<file path="src/rtl/cpu_pkg.sv">
// Shared definitions for the CPU front end.
// Holds the data width, the NOP encoding used to clear IF/ID, the fetch FSM
// state type, the per-cycle fetch decision type and the default reset PC.
// No ports; import with "import cpu_pkg::*;".
package cpu_pkg;

  localparam int XLEN = 32;

  localparam logic [XLEN-1:0] INSTR_NOP        = 32'h0000_0000;
  localparam logic [XLEN-1:0] RESET_PC_DEFAULT = 32'h0000_0000;

  typedef enum logic [1:0] {
    BOOT = 2'd0,
    RUN  = 2'd1,
    HALT = 2'd2
  } if_state_t;

  // What the fetch stage does with its registers on the coming edge.
  typedef enum logic [2:0] {
    P_IDLE,
    P_REDIRECT,
    P_FAULT,
    P_FLUSH,
    P_STALL,
    P_BUBBLE,
    P_ADVANCE
  } fetch_path_t;

  // Sequential next PC; wraps modulo 2^32 by construction.
  function automatic logic [XLEN-1:0] pc_next(input logic [XLEN-1:0] pc);
    return pc + 32'd4;
  endfunction

endpackage

</file>
<file path="src/rtl/sat_counter.sv">
// Saturating up-counter with synchronous active-high reset.
// Ports:
//   clk   - clock, counts on rising edge
//   rst   - synchronous reset to zero
//   en    - increment enable
//   count - current value; sticks at all-ones
module sat_counter
  import cpu_pkg::*;
#(
  parameter int WIDTH = XLEN
) (
  input  logic             clk,
  input  logic             rst,
  input  logic             en,
  output logic [WIDTH-1:0] count
);

  always_ff @(posedge clk) begin
    if (rst) begin
      count <= '0;
    end else if (en && (count != {WIDTH{1'b1}})) begin
      count <= count + WIDTH'(1);
    end
  end

endmodule

</file>
<file path="src/rtl/if_stage.sv">
// Instruction fetch stage with IF/ID pipeline register.
// FSM BOOT -> RUN -> HALT; a misaligned redirect halts fetching until reset.
// Optional performance counters are built only when the macro IF_PERF_CNT_EN
// is defined; otherwise both counter ports read as zero.
// Ports:
//   clk, rst                      - clock, synchronous active-high reset
//   stall, flush                  - hold everything / squash IF/ID
//   redirect_valid, redirect_pc   - branch/jump target load
//   imem_req, imem_addr           - instruction memory request (addr = PC)
//   imem_ready, imem_rdata        - same-cycle instruction return
//   ifid_valid/pc/pc_plus4/instr  - IF/ID register
//   fetch_fault                   - sticky misaligned-redirect flag
//   perf_stall_cnt, perf_bubble_cnt - saturating stall/bubble counters
module if_stage
  import cpu_pkg::*;
#(
  parameter logic [XLEN-1:0] RESET_PC = RESET_PC_DEFAULT
) (
  input  logic            clk,
  input  logic            rst,
  input  logic            stall,
  input  logic            flush,
  input  logic            redirect_valid,
  input  logic [XLEN-1:0] redirect_pc,
  output logic            imem_req,
  output logic [XLEN-1:0] imem_addr,
  input  logic            imem_ready,
  input  logic [XLEN-1:0] imem_rdata,
  output logic            ifid_valid,
  output logic [XLEN-1:0] ifid_pc,
  output logic [XLEN-1:0] ifid_pc_plus4,
  output logic [XLEN-1:0] ifid_instr,
  output logic            fetch_fault,
  output logic [XLEN-1:0] perf_stall_cnt,
  output logic [XLEN-1:0] perf_bubble_cnt
);

  if_state_t       state_q, state_d;
  fetch_path_t     path;
  logic [XLEN-1:0] pc_q;
  logic [XLEN-1:0] pc_plus4;

  assign pc_plus4  = pc_next(pc_q);
  assign imem_addr = pc_q;

  // State register.
  always_ff @(posedge clk) begin
    if (rst) begin
      state_q <= BOOT;
    end else begin
      state_q <= state_d;
    end
  end

  // Next state, request and the per-cycle fetch decision. Control inputs are
  // only looked at in RUN, in priority redirect > flush > stall > not-ready.
  always_comb begin
    state_d  = state_q;
    path     = P_IDLE;
    imem_req = 1'b0;
    case (state_q)
      BOOT: state_d = RUN;
      RUN: begin
        imem_req = 1'b1;
        if (redirect_valid) begin
          if (redirect_pc[1:0] == 2'b00) begin
            path = P_REDIRECT;
          end else begin
            path    = P_FAULT;
            state_d = HALT;
          end
        end else if (flush) begin
          path = P_FLUSH;
        end else if (stall) begin
          path = P_STALL;
        end else if (!imem_ready) begin
          path = P_BUBBLE;
        end else begin
          path = P_ADVANCE;
        end
      end
      HALT:    state_d = HALT;
      default: state_d = BOOT;
    endcase
  end

  // PC and IF/ID register. Flush and bubble only drop the valid bit so the
  // remaining IF/ID fields keep their last contents.
  always_ff @(posedge clk) begin
    if (rst) begin
      pc_q          <= RESET_PC;
      ifid_valid    <= 1'b0;
      ifid_pc       <= '0;
      ifid_pc_plus4 <= '0;
      ifid_instr    <= INSTR_NOP;
      fetch_fault   <= 1'b0;
    end else begin
      case (path)
        P_REDIRECT: begin
          pc_q       <= redirect_pc;
          ifid_valid <= 1'b0;
        end
        P_FAULT: begin
          ifid_valid  <= 1'b0;
          fetch_fault <= 1'b1;
        end
        P_FLUSH, P_BUBBLE: ifid_valid <= 1'b0;
        P_ADVANCE: begin
          ifid_valid    <= 1'b1;
          ifid_pc       <= pc_q;
          ifid_pc_plus4 <= pc_plus4;
          ifid_instr    <= imem_rdata;
          pc_q          <= pc_plus4;
        end
        default: ;
      endcase
    end
  end

`ifdef IF_PERF_CNT_EN
  sat_counter #(.WIDTH(XLEN)) u_stall_cnt (
    .clk   (clk),
    .rst   (rst),
    .en    (path == P_STALL),
    .count (perf_stall_cnt)
  );

  sat_counter #(.WIDTH(XLEN)) u_bubble_cnt (
    .clk   (clk),
    .rst   (rst),
    .en    (path == P_BUBBLE),
    .count (perf_bubble_cnt)
  );
`else
  assign perf_stall_cnt  = '0;
  assign perf_bubble_cnt = '0;
`endif

endmodule

</file>
<file path="config.mk">
export PLATFORM = sky130hd
export DESIGN_NAME = if_stage
export DESIGN_NICKNAME = d
export VERILOG_FILES = /design/src/rtl/cpu_pkg.sv /design/src/rtl/sat_counter.sv /design/src/rtl/if_stage.sv
export SDC_FILE = /design/constraint.sdc
export NUM_CORES = 1
export LEC_CHECK = 0
export CAP_MARGIN = 20
export CELL_PAD_IN_SITES_DETAIL_PLACEMENT = 1
export CELL_PAD_IN_SITES_GLOBAL_PLACEMENT = 1
export CORE_MARGIN = 2
export CORE_UTILIZATION = 45
export DETAILED_ROUTE_END_ITERATION = 8
export DONT_BUFFER_PORTS = 1
export HOLD_SLACK_MARGIN = 0.06
export PLACE_DENSITY = 0.79
export SLEW_MARGIN = 20
export SYNTH_ARGS = -nofsm -noshare
export SYNTH_HDL_FRONTEND = slang
export SYNTH_SLANG_ARGS = --single-unit
</file>
<file path="constraint.sdc">
create_clock -name clk -period 3.19 [get_ports clk]
set_input_delay 0.638 -clock clk [delete_from_list [all_inputs] [get_ports clk]]
set_output_delay 0.638 -clock clk [all_outputs]
set_load 0.02 [all_outputs]
</file>
Word-level counts from Yosys, hierarchy flattened:

Index checks and enable logic that the tools add are counted.

* bitwise operators: 0
* multiplexer cells: 12
* add/sub/neg operators: 1
* equality and inequality tests: 9
* div/mod/pow operators: 0
* $mul: 0
* order comparisons: 0
* shifts and indexed selects: 0
* reductions and logical operators: 6

Operator list (number)
* 32-bit one-hot mux with 2 select lines: 1
* 32-bit by 3-bit adder with 32-bit output, second input constant: 1
* 2-bit 2-to-1 mux: 5
* 3-bit 2-to-1 mux: 3
* 3-bit by 2-bit == test with 1-bit output, second input constant: 2
* 3-bit == test, second input constant: 2
* 2-bit one-hot mux with 3 select lines: 1
* 2-bit zero test: 2
* 2-bit inequality test, second input constant: 2
* 2-bit nonzero test: 2
* 4-bit OR reduction: 1
* 3-bit by 1-bit == test with 1-bit output, second input constant: 1
* 2-bit by 1-bit == test with 1-bit output, second input constant: 1
* 2-bit == test, second input constant: 1
* 1-bit one-hot mux with 2 select lines: 1
* 2-bit AND reduction: 1
* 1-bit 2-to-1 mux: 1

* latch bits: 0
* bits in read-only memories: 0
* register bits after elaboration: 132
* logic and storage cells: 35
* RAM bits: 0
* memories: 0
* output and inout bits: 195

Depth between registers and ports, before layout:

Gate-level depths: netlist of run 1.

* word-level depth: 8
* gate-level depth with buffers: 10
* mapped depth without buffers: 7

Least setup slack after synthesis of run 1:

OpenSTA, ideal clock, no wires.

* path type: flip-flop to flip-flop
* from: register state_q[1]
* to: register pc_q[11] (netlist: imem_addr[11])
* library setup time: 128 ps
* buffers on the path: 3
* cell stages (with the launch flop): 11
* arrival: 2127 ps
* path slack: 935 ps
* period minus slack after synthesis: 2255 ps
* cell sequence: dfxtp_1 > inv_1 > ha_1 > buf_2 > nor4bb_1 > clkbuf_1 > a21oi_1 > clkbuf_1 > o21bai_1 > a222oi_1 > nor2_1

* cells in the longest elaborated chain, start to end: 4
* elaborated cells on any way between the ends: 6

RTL lines
* from (decl): RTL line if_stage.sv:38 `if_state_t state_q, state_d;`
* from (signal assigned): RTL line if_stage.sv:51 `state_q <= state_d;`
* 2-bit by 1-bit == test with 1-bit output *: RTL line if_stage.sv:61 `case (state_q)`
* 3-bit 2-to-1 mux *: RTL line if_stage.sv:61
* 3-bit == test or 3-bit by 1-bit == test with 1-bit output (tied branches): RTL line if_stage.sv:98 `case (path)`
* 32-bit one-hot mux with 2 select lines or 2-bit nonzero test (tied branches)
* to (signal assigned): RTL line if_stage.sv:100 `pc_q <= redirect_pc;`
* to (signal assigned): RTL line if_stage.sv:113 `pc_q <= pc_plus4;`
* to (decl): RTL line if_stage.sv:40 `logic [XLEN-1:0] pc_q;`

Mark *: on every way between the ends. The rest lies on a longest branch, timed or not.
A chain may end at the register's enable or synchronous reset.

Final worst setup path of run 1:

* from: register pc_q[8] (netlist: imem_addr[8])
* to: register ifid_pc_plus4[17]

* cells in the longest elaborated chain, start to end: 1

RTL lines
* 32-bit by 3-bit adder with 32-bit output: RTL line cpu_pkg.sv:31 `return pc + 32'd4;`
* to (signal assigned): RTL line if_stage.sv:111 `ifid_pc_plus4 <= pc_plus4;`
* to (decl): RTL line if_stage.sv:31 `output logic [XLEN-1:0] ifid_pc_plus4,`

No other way between the ends.

==> results of run 1 <==
-- state kept, by name (all words and copies together) (netlist names) --
signal,count
imem_addr,32
fetch_fault,1
state_q,2
ifid_pc_plus4,30
ifid_instr,32
ifid_valid,1
ifid_pc,32
-- stage by stage --
step | hold WS [ps] | worst slack [ps] | instance area (um2)
2_1_floorplan | 440 | 935 | 6210
3_3_place_gp | 445 | 830 | 5840
3_5_place_dp | 496 | 745 | 5840
4_1_cts | 282 | 713 | 6430
5_1_grt | 269 | 478 | 6430
6_report | 303 | 721 | 6430
-- layer usage --
metal,vias up,GRT usage
li1,2391,-
met1,2438,0.300
met2,225,0.409
met3,17,0.0991
met4,0,0.0759
met5,-,0
-- cell usage after synthesis, types with 2 or more instances --
library cell | n | area, um2
a211oi_1 | 15 | 113
a21o_1 | 9 | 67.6
a21oi_1 | 95 | 475
a221oi_1 | 5 | 43.8
a222oi_1 | 2 | 20.0
a22oi_1 | 3 | 22.5
a2bb2oi_1 | 3 | 26.3
a311oi_1 | 3 | 26.3
a31oi_1 | 12 | 75.1
and2_1 | 2 | 12.5
and3_1 | 3 | 18.8
and4_1 | 8 | 70.1
buf_1 | 2 | 7.51
buf_2 | 12 | 60.1
buf_4 | 69 | 518
clkbuf_1 | 44 | 165
dfxtp_1 | 130 | 2600
ha_1 | 3 | 37.5
inv_1 | 8 | 30.0
mux2_2 | 2 | 22.5
nand2_1 | 174 | 653
nand2b_1 | 2 | 12.5
nand3_1 | 13 | 65.1
nand4_1 | 8 | 50.1
nor2_1 | 45 | 169
nor3_1 | 11 | 55.1
nor3b_1 | 2 | 15.0
nor4_1 | 5 | 31.3
nor4_2 | 2 | 25.0
o211ai_1 | 2 | 15.0
o21ai_0 | 14 | 70.1
o21ai_1 | 2 | 10.0
o31a_1 | 4 | 35.0
or3_1 | 6 | 37.5
or4_1 | 2 | 15.0
xnor2_1 | 5 | 43.8
xor2_1 | 11 | 96.3
-- cell type report --
| class | instances | area share |
|---|---|---|
| inverters | 8 | 0.00467 |
| clock inverters | 10 | 0.0208 |
| well taps | 176 | 0.0342 |
| flip-flops and latches | 130 | 0.405 |
| diodes | 1 | 0.000389 |
| clock buffers | 21 | 0.0716 |
| multi-input cells | 552 | 0.444 |
| repair buffers | 17 | 0.0198 |
-- report_power, final --
group	leakage, nW	switching, mW	internal, mW	total (mW)
logic	0.900	0.244	0.0993	0.343
registers	1.05	0.106	1.68	1.78
clock network	0.289	0.697	1.26	1.96
-- kinds of logic after synthesis --
kind of cell,after synthesis,synth area share
and+or+nand+nor,288,0.217
AOI/OAI and AO/OA,177,0.179
buffers and inverters,135,0.131
DFF,130,0.435
xor gates and xnor gates,16,0.0234
muxes,4,0.00732
adders and majority gates,3,0.00628
other,1,0.000627
-- worst max path at each step --
stage / cells after the start / to / start
4_1_cts: 6 / imem_addr[30] / imem_addr[2]
5_1_grt: 4 / ifid_pc_plus4[17] / imem_addr[8]
3_5_place_dp: 5 / imem_addr[31] / imem_addr[8]
6_report: 4 / ifid_pc_plus4[17] / imem_addr[8]
2_1_floorplan: 10 / imem_addr[11] / state_q[1]
3_3_place_gp: 5 / ifid_pc_plus4[31] / imem_addr[8]
-- cell usage in the layout (no fill, tap or decap), types with 3 or more instances in the layout --
cell,count
a311oi_1,3
xor2_1,11
dfxtp_1,130
o21ai_0,14
nor2_1,45
a22oi_1,3
a21oi_1,95
nor3_1,11
and4_1,8
a31oi_1,12
inv_1,8
a211oi_1,15
ha_1,3
nor4_1,5
xnor2_1,5
conb_1,64
bufinv_16,3
clkbuf_16,17
nand3_1,13
a2bb2oi_1,3
buf_4,17
clkinv_2,4
nand4_1,8
or3_1,6
o31a_1,4
nand2_1,173
and3_1,3
a21o_1,9
a221oi_1,5
-- worst register-to-register path, cell delays in order, from the launching register on --
cell	delay [ps]
dfxtp_1	640
nand4_1	300
or4_1	750
or3_1	410
a311oi_1	270
==> impl_metrics.json, run 1 <==
{
  "status": "complete, no violations",
  "rsz0062_at_grt": "false",
  "dr.pass1.iters": 4,
  "multiInputGateArea_um2": 2860,
  "min_from": "rst",
  "cts.path.max_buffers": 2,
  "post-route-drc-count": 0,
  "power.density_nw_per_um2": 635,
  "clk_pin_slew_ps": 60,
  "path_class": "reg -> reg",
  "top_layer": "met4",
  "stdcell_count": 915,
  "wl_met3_um": 1750,
  "synth_area_per_cell_um2": 7.93,
  "die_w_um": 119,
  "critPathBufInv": 0,
  "htreeDepth": 4,
  "critical-path-max-stage-delay_ps": 750,
  "clk_latency_ps": 410,
  "timing.final.crit_share": 0.774,
  "place_congestion": 0.798,
  "met1Wirelength_um": 7200,
  "p_total_mw": 4.08,
  "post_cts_resized": 0,
  "crit_path_top_delay_cell": "or4_1",
  "wl_per_cell_um": 19.4,
  "skew_ps": 8.46,
  "path_max_fanout": 10,
  "rows": 42,
  "setup_viol": 0,
  "ys_types": 53,
  "vias_per_cell": 5.54,
  "core_area_um2": 13100,
  "hold_depth": 1,
  "grt_use_total": 0.249,
  "utilization": 0.492,
  "hold_viol_final": 0,
  "tritoncts": "done",
  "timing.rr.start": "imem_addr[8]",
  "max-vdd-ir-drop_mv": 0.359,
  "ys_seq_area_frac": 0.435,
  "dieArea_um2": 14200,
  "tightest_slew_ps": 670,
  "numCtsBuffers": 17,
  "vias": 5071,
  "p_leak_nw": 2.24,
  "hold_class": "in -> reg",
  "yosys_warnings": 0,
  "dp_hpwl_um": 12400,
  "slew_headroom": 0.554,
  "grt_pass1_wl_um": 27700,
  "setup_tns_ps": 0,
  "grt_max_degree": 130,
  "drive_gt1_frac": 0.0759,
  "wl_met2_um": 8590,
  "cts.repair_timing.setup_buffer_count": 0,
  "drt_iter0_drc": 271,
  "area_delta_synth_final_pct": 7.62,
  "boundaryPins": 265,
  "nets": 799,
  "crit_path_end_kind": "flop",
  "grt_pass1_vias": 4968,
  "start_kind": "flop",
  "io_buffer_count": 0,
  "crit_family": "simple AND/OR/NAND/NOR gates",
  "period_minus_slack_ps": 2470,
  "antenna_found_initial": 1,
  "ant_nets": 0,
  "slew_viol_final": 0,
  "fillCellCount": 1596,
  "cts-root-buf": "clkbuf_16",
  "clkSinkCount": 130,
  "fp.dieH_um": 119,
  "async_reset_ff_frac": 0,
  "ys.flop_type": "dfxtp_1",
  "timing.fmax_ghz": 0.405,
  "wl_um": 17800,
  "synth_edf_count": 0,
  "placed_cells": 883,
  "postCtsHoldBufs": 0,
  "worst_ep_arrival_time_ps": 2780,
  "drv_cap": 0,
  "syn_area_um2": 5980,
  "r2r_cells": 4,
  "reg2reg_to": "ifid_pc_plus4[17]",
  "rrSetupSlack_ps": 720,
  "seq_area_um2": 2600,
  "synth_cells": 754,
  "crit_required_ps": 3500,
  "overflow": 0,
  "ys_ff_latch": 130,
  "crit_chain": "nand4_1 -> or4_1 -> or3_1 -> a311oi_1",
  "start_util": 0.457,
  "whs_endpoint": "imem_addr[20]"
}
Note: power is estimated with default switching activity, not from simulation.
==> run 2, diff against run 1 <==
CORE_UTILIZATION = 40   (was 45)
PLACE_DENSITY = 0.74   (was 0.79)
clock period = 2.25 ns   (was 3.19 ns; I/O delays follow)
==> impl_metrics.json, run 2 (synthesis gave the netlist of run 1 again) <==
{
  "status": "complete, no violations",
  "whs_ps": 92.7,
  "placed_area_um2": 6050,
  "drv_cap": 0,
  "timing.final.crit_share": 0.932,
  "post-route-drc-count": 0,
  "crit_path_top_delay_cell": "or4_1",
  "rsz0062_at_grt": "false",
  "hold_class": "in -> reg",
  "worst_slack_ps": 153,
  "path_max_fanout": 5,
  "crit_chain": "ha_1 -> inv_1 -> or4_1 -> o31a_1 -> nor3_1 -> a311oi_1",
  "skew_ps": 7.16,
  "clk_latency_ps": 430,
  "grt_use_total": 0.225,
  "slew_headroom": 0.465,
  "p_leak_nw": 2.37,
  "crit_path_end_kind": "flop",
  "rows": 44,
  "vias_per_cell": 5.45,
  "startpoint": "imem_addr[3]",
  "tightest_slew_ps": 802,
  "critical-path-max-stage-delay_ps": 600,
  "top_layer": "met4",
  "grt_max_degree": 130,
  "start_util": 0.410,
  "tritoncts": "done",
  "place_ws_ps": -103,
  "cts.path.max_buffers": 2,
  "fp.dieH_um": 126,
  "max-vdd-ir-drop_mv": 0.539,
  "period_minus_slack_ps": 2100,
  "clk_pin_slew_ps": 60,
  "mostFrequentLayoutCells": "nand2_1 (173), dfxtp_1 (130), a21oi_1 (94)",
  "io_buffer_count": 0,
  "wl_um": 18300,
  "cts-root-buf": "clkbuf_16",
  "cts.repair_timing.setup_buffer_count": 0,
  "clkSinkCount": 130,
  "grt_pass1_wl_um": 28100,
  "place_congestion": 0.785,
  "antenna_found_initial": 0,
  "wl_met2_um": 8500,
  "wl_met3_um": 1620,
  "drive_gt1_frac": 0.113,
  "htreeDepth": 4,
  "worst_ep_arrival_time_ps": 2380,
  "met1Wirelength_um": 7890,
  "area_delta_synth_final_pct": 11.4,
  "grt_pass1_vias": 5120,
  "postCtsHoldBufs": 0,
  "crit_required_ps": 2530,
  "path_class": "reg -> reg",
  "diodes": 0,
  "die_w_um": 126,
  "final_area_um2": 6660,
  "dr.pass1.iters": 4,
  "boundaryPins": 265,
  "timing.rr.start": "imem_addr[3]",
  "nets": 824,
  "core_area_um2": 14600,
  "fillCellCount": 1770,
  "drt_iter0_drc": 292,
  "hold_viol_final": 0,
  "setup_viol": 0,
  "overflow": 0,
  "ant_nets": 0,
  "numCtsBuffers": 17,
  "vias": 5162,
  "min_from": "rst",
  "wl_per_cell_um": 19.3,
  "dieArea_um2": 15900,
  "power.density_nw_per_um2": 888,
  "layout_commonest_cell": "nand2_1",
  "start_kind": "flop",
  "setup_tns_ps": 0,
  "timing.fmax_ghz": 0.477,
  "slew_viol_final": 0,
  "dp_hpwl_um": 12800,
  "post_cts_resized": 0
}
## run 2: final timing paths
path	slack, ps	endpoint	cells past startpoint
setup reg to reg	150	imem_addr[30]	6
setup / recovery	150	imem_addr[30]	6
hold reg to reg	470	state_q[1]	2
hold / removal	90	ifid_pc[1]	1
## run 2: cell type report
class / instances / area [um2] / area share
Clock buffer: 18 / 439 / 0.0660
Tap cell: 184 / 230 / 0.0346
Inverter: 8 / 30.0 / 0.00451
Timing Repair Buffer: 42 / 328 / 0.0492
Clock inverter: 14 / 164 / 0.0246
Sequential cell: 130 / 2600 / 0.391
Multi-Input combinational cell: 552 / 2860 / 0.430
## run 2: per-stage QoR
stage / power (mW) / utilization / cells
detailed placement: 3.12 / 0.415 / 916
CTS: 5.96 / 0.456 / 948
finish: 5.91 / 0.456 / 948
global route: 6.12 / 0.456 / 948
floorplan: 3.04 / - / 817
global placement: 3.09 / 0.414 / 916
## run 2: per-layer routing
metal / GRT usage / vias up
li1: - / 2445
met1: 0.283 / 2501
met2: 0.355 / 196
met3: 0.0905 / 20
met4: 0.0659 / 0
met5: 0 / -
## run 2: power breakdown
group          internal (mW)  switching (mW)  leakage [nW]
combinational          0.194           0.392          1.04
sequential              2.38           0.106          1.05
clock                   1.76            1.08         0.280
## run 2: worst max-delay path, delay by kind of cell (launching register included)
kind	cells	cell delay (ps)
flip-flops	1	420
buffers and inverters	1	90
adder cells (fa/ha/maj)	1	200
AO/OA/AOI/OAI	2	400
AND/OR/NAND/NOR	2	840
==> run 3, diff against run 2 <==
SLEW_MARGIN = 25   (was 20)
==> results of run 3 <==
No change in the layout: final DEF, timing and power equal those of run 2.
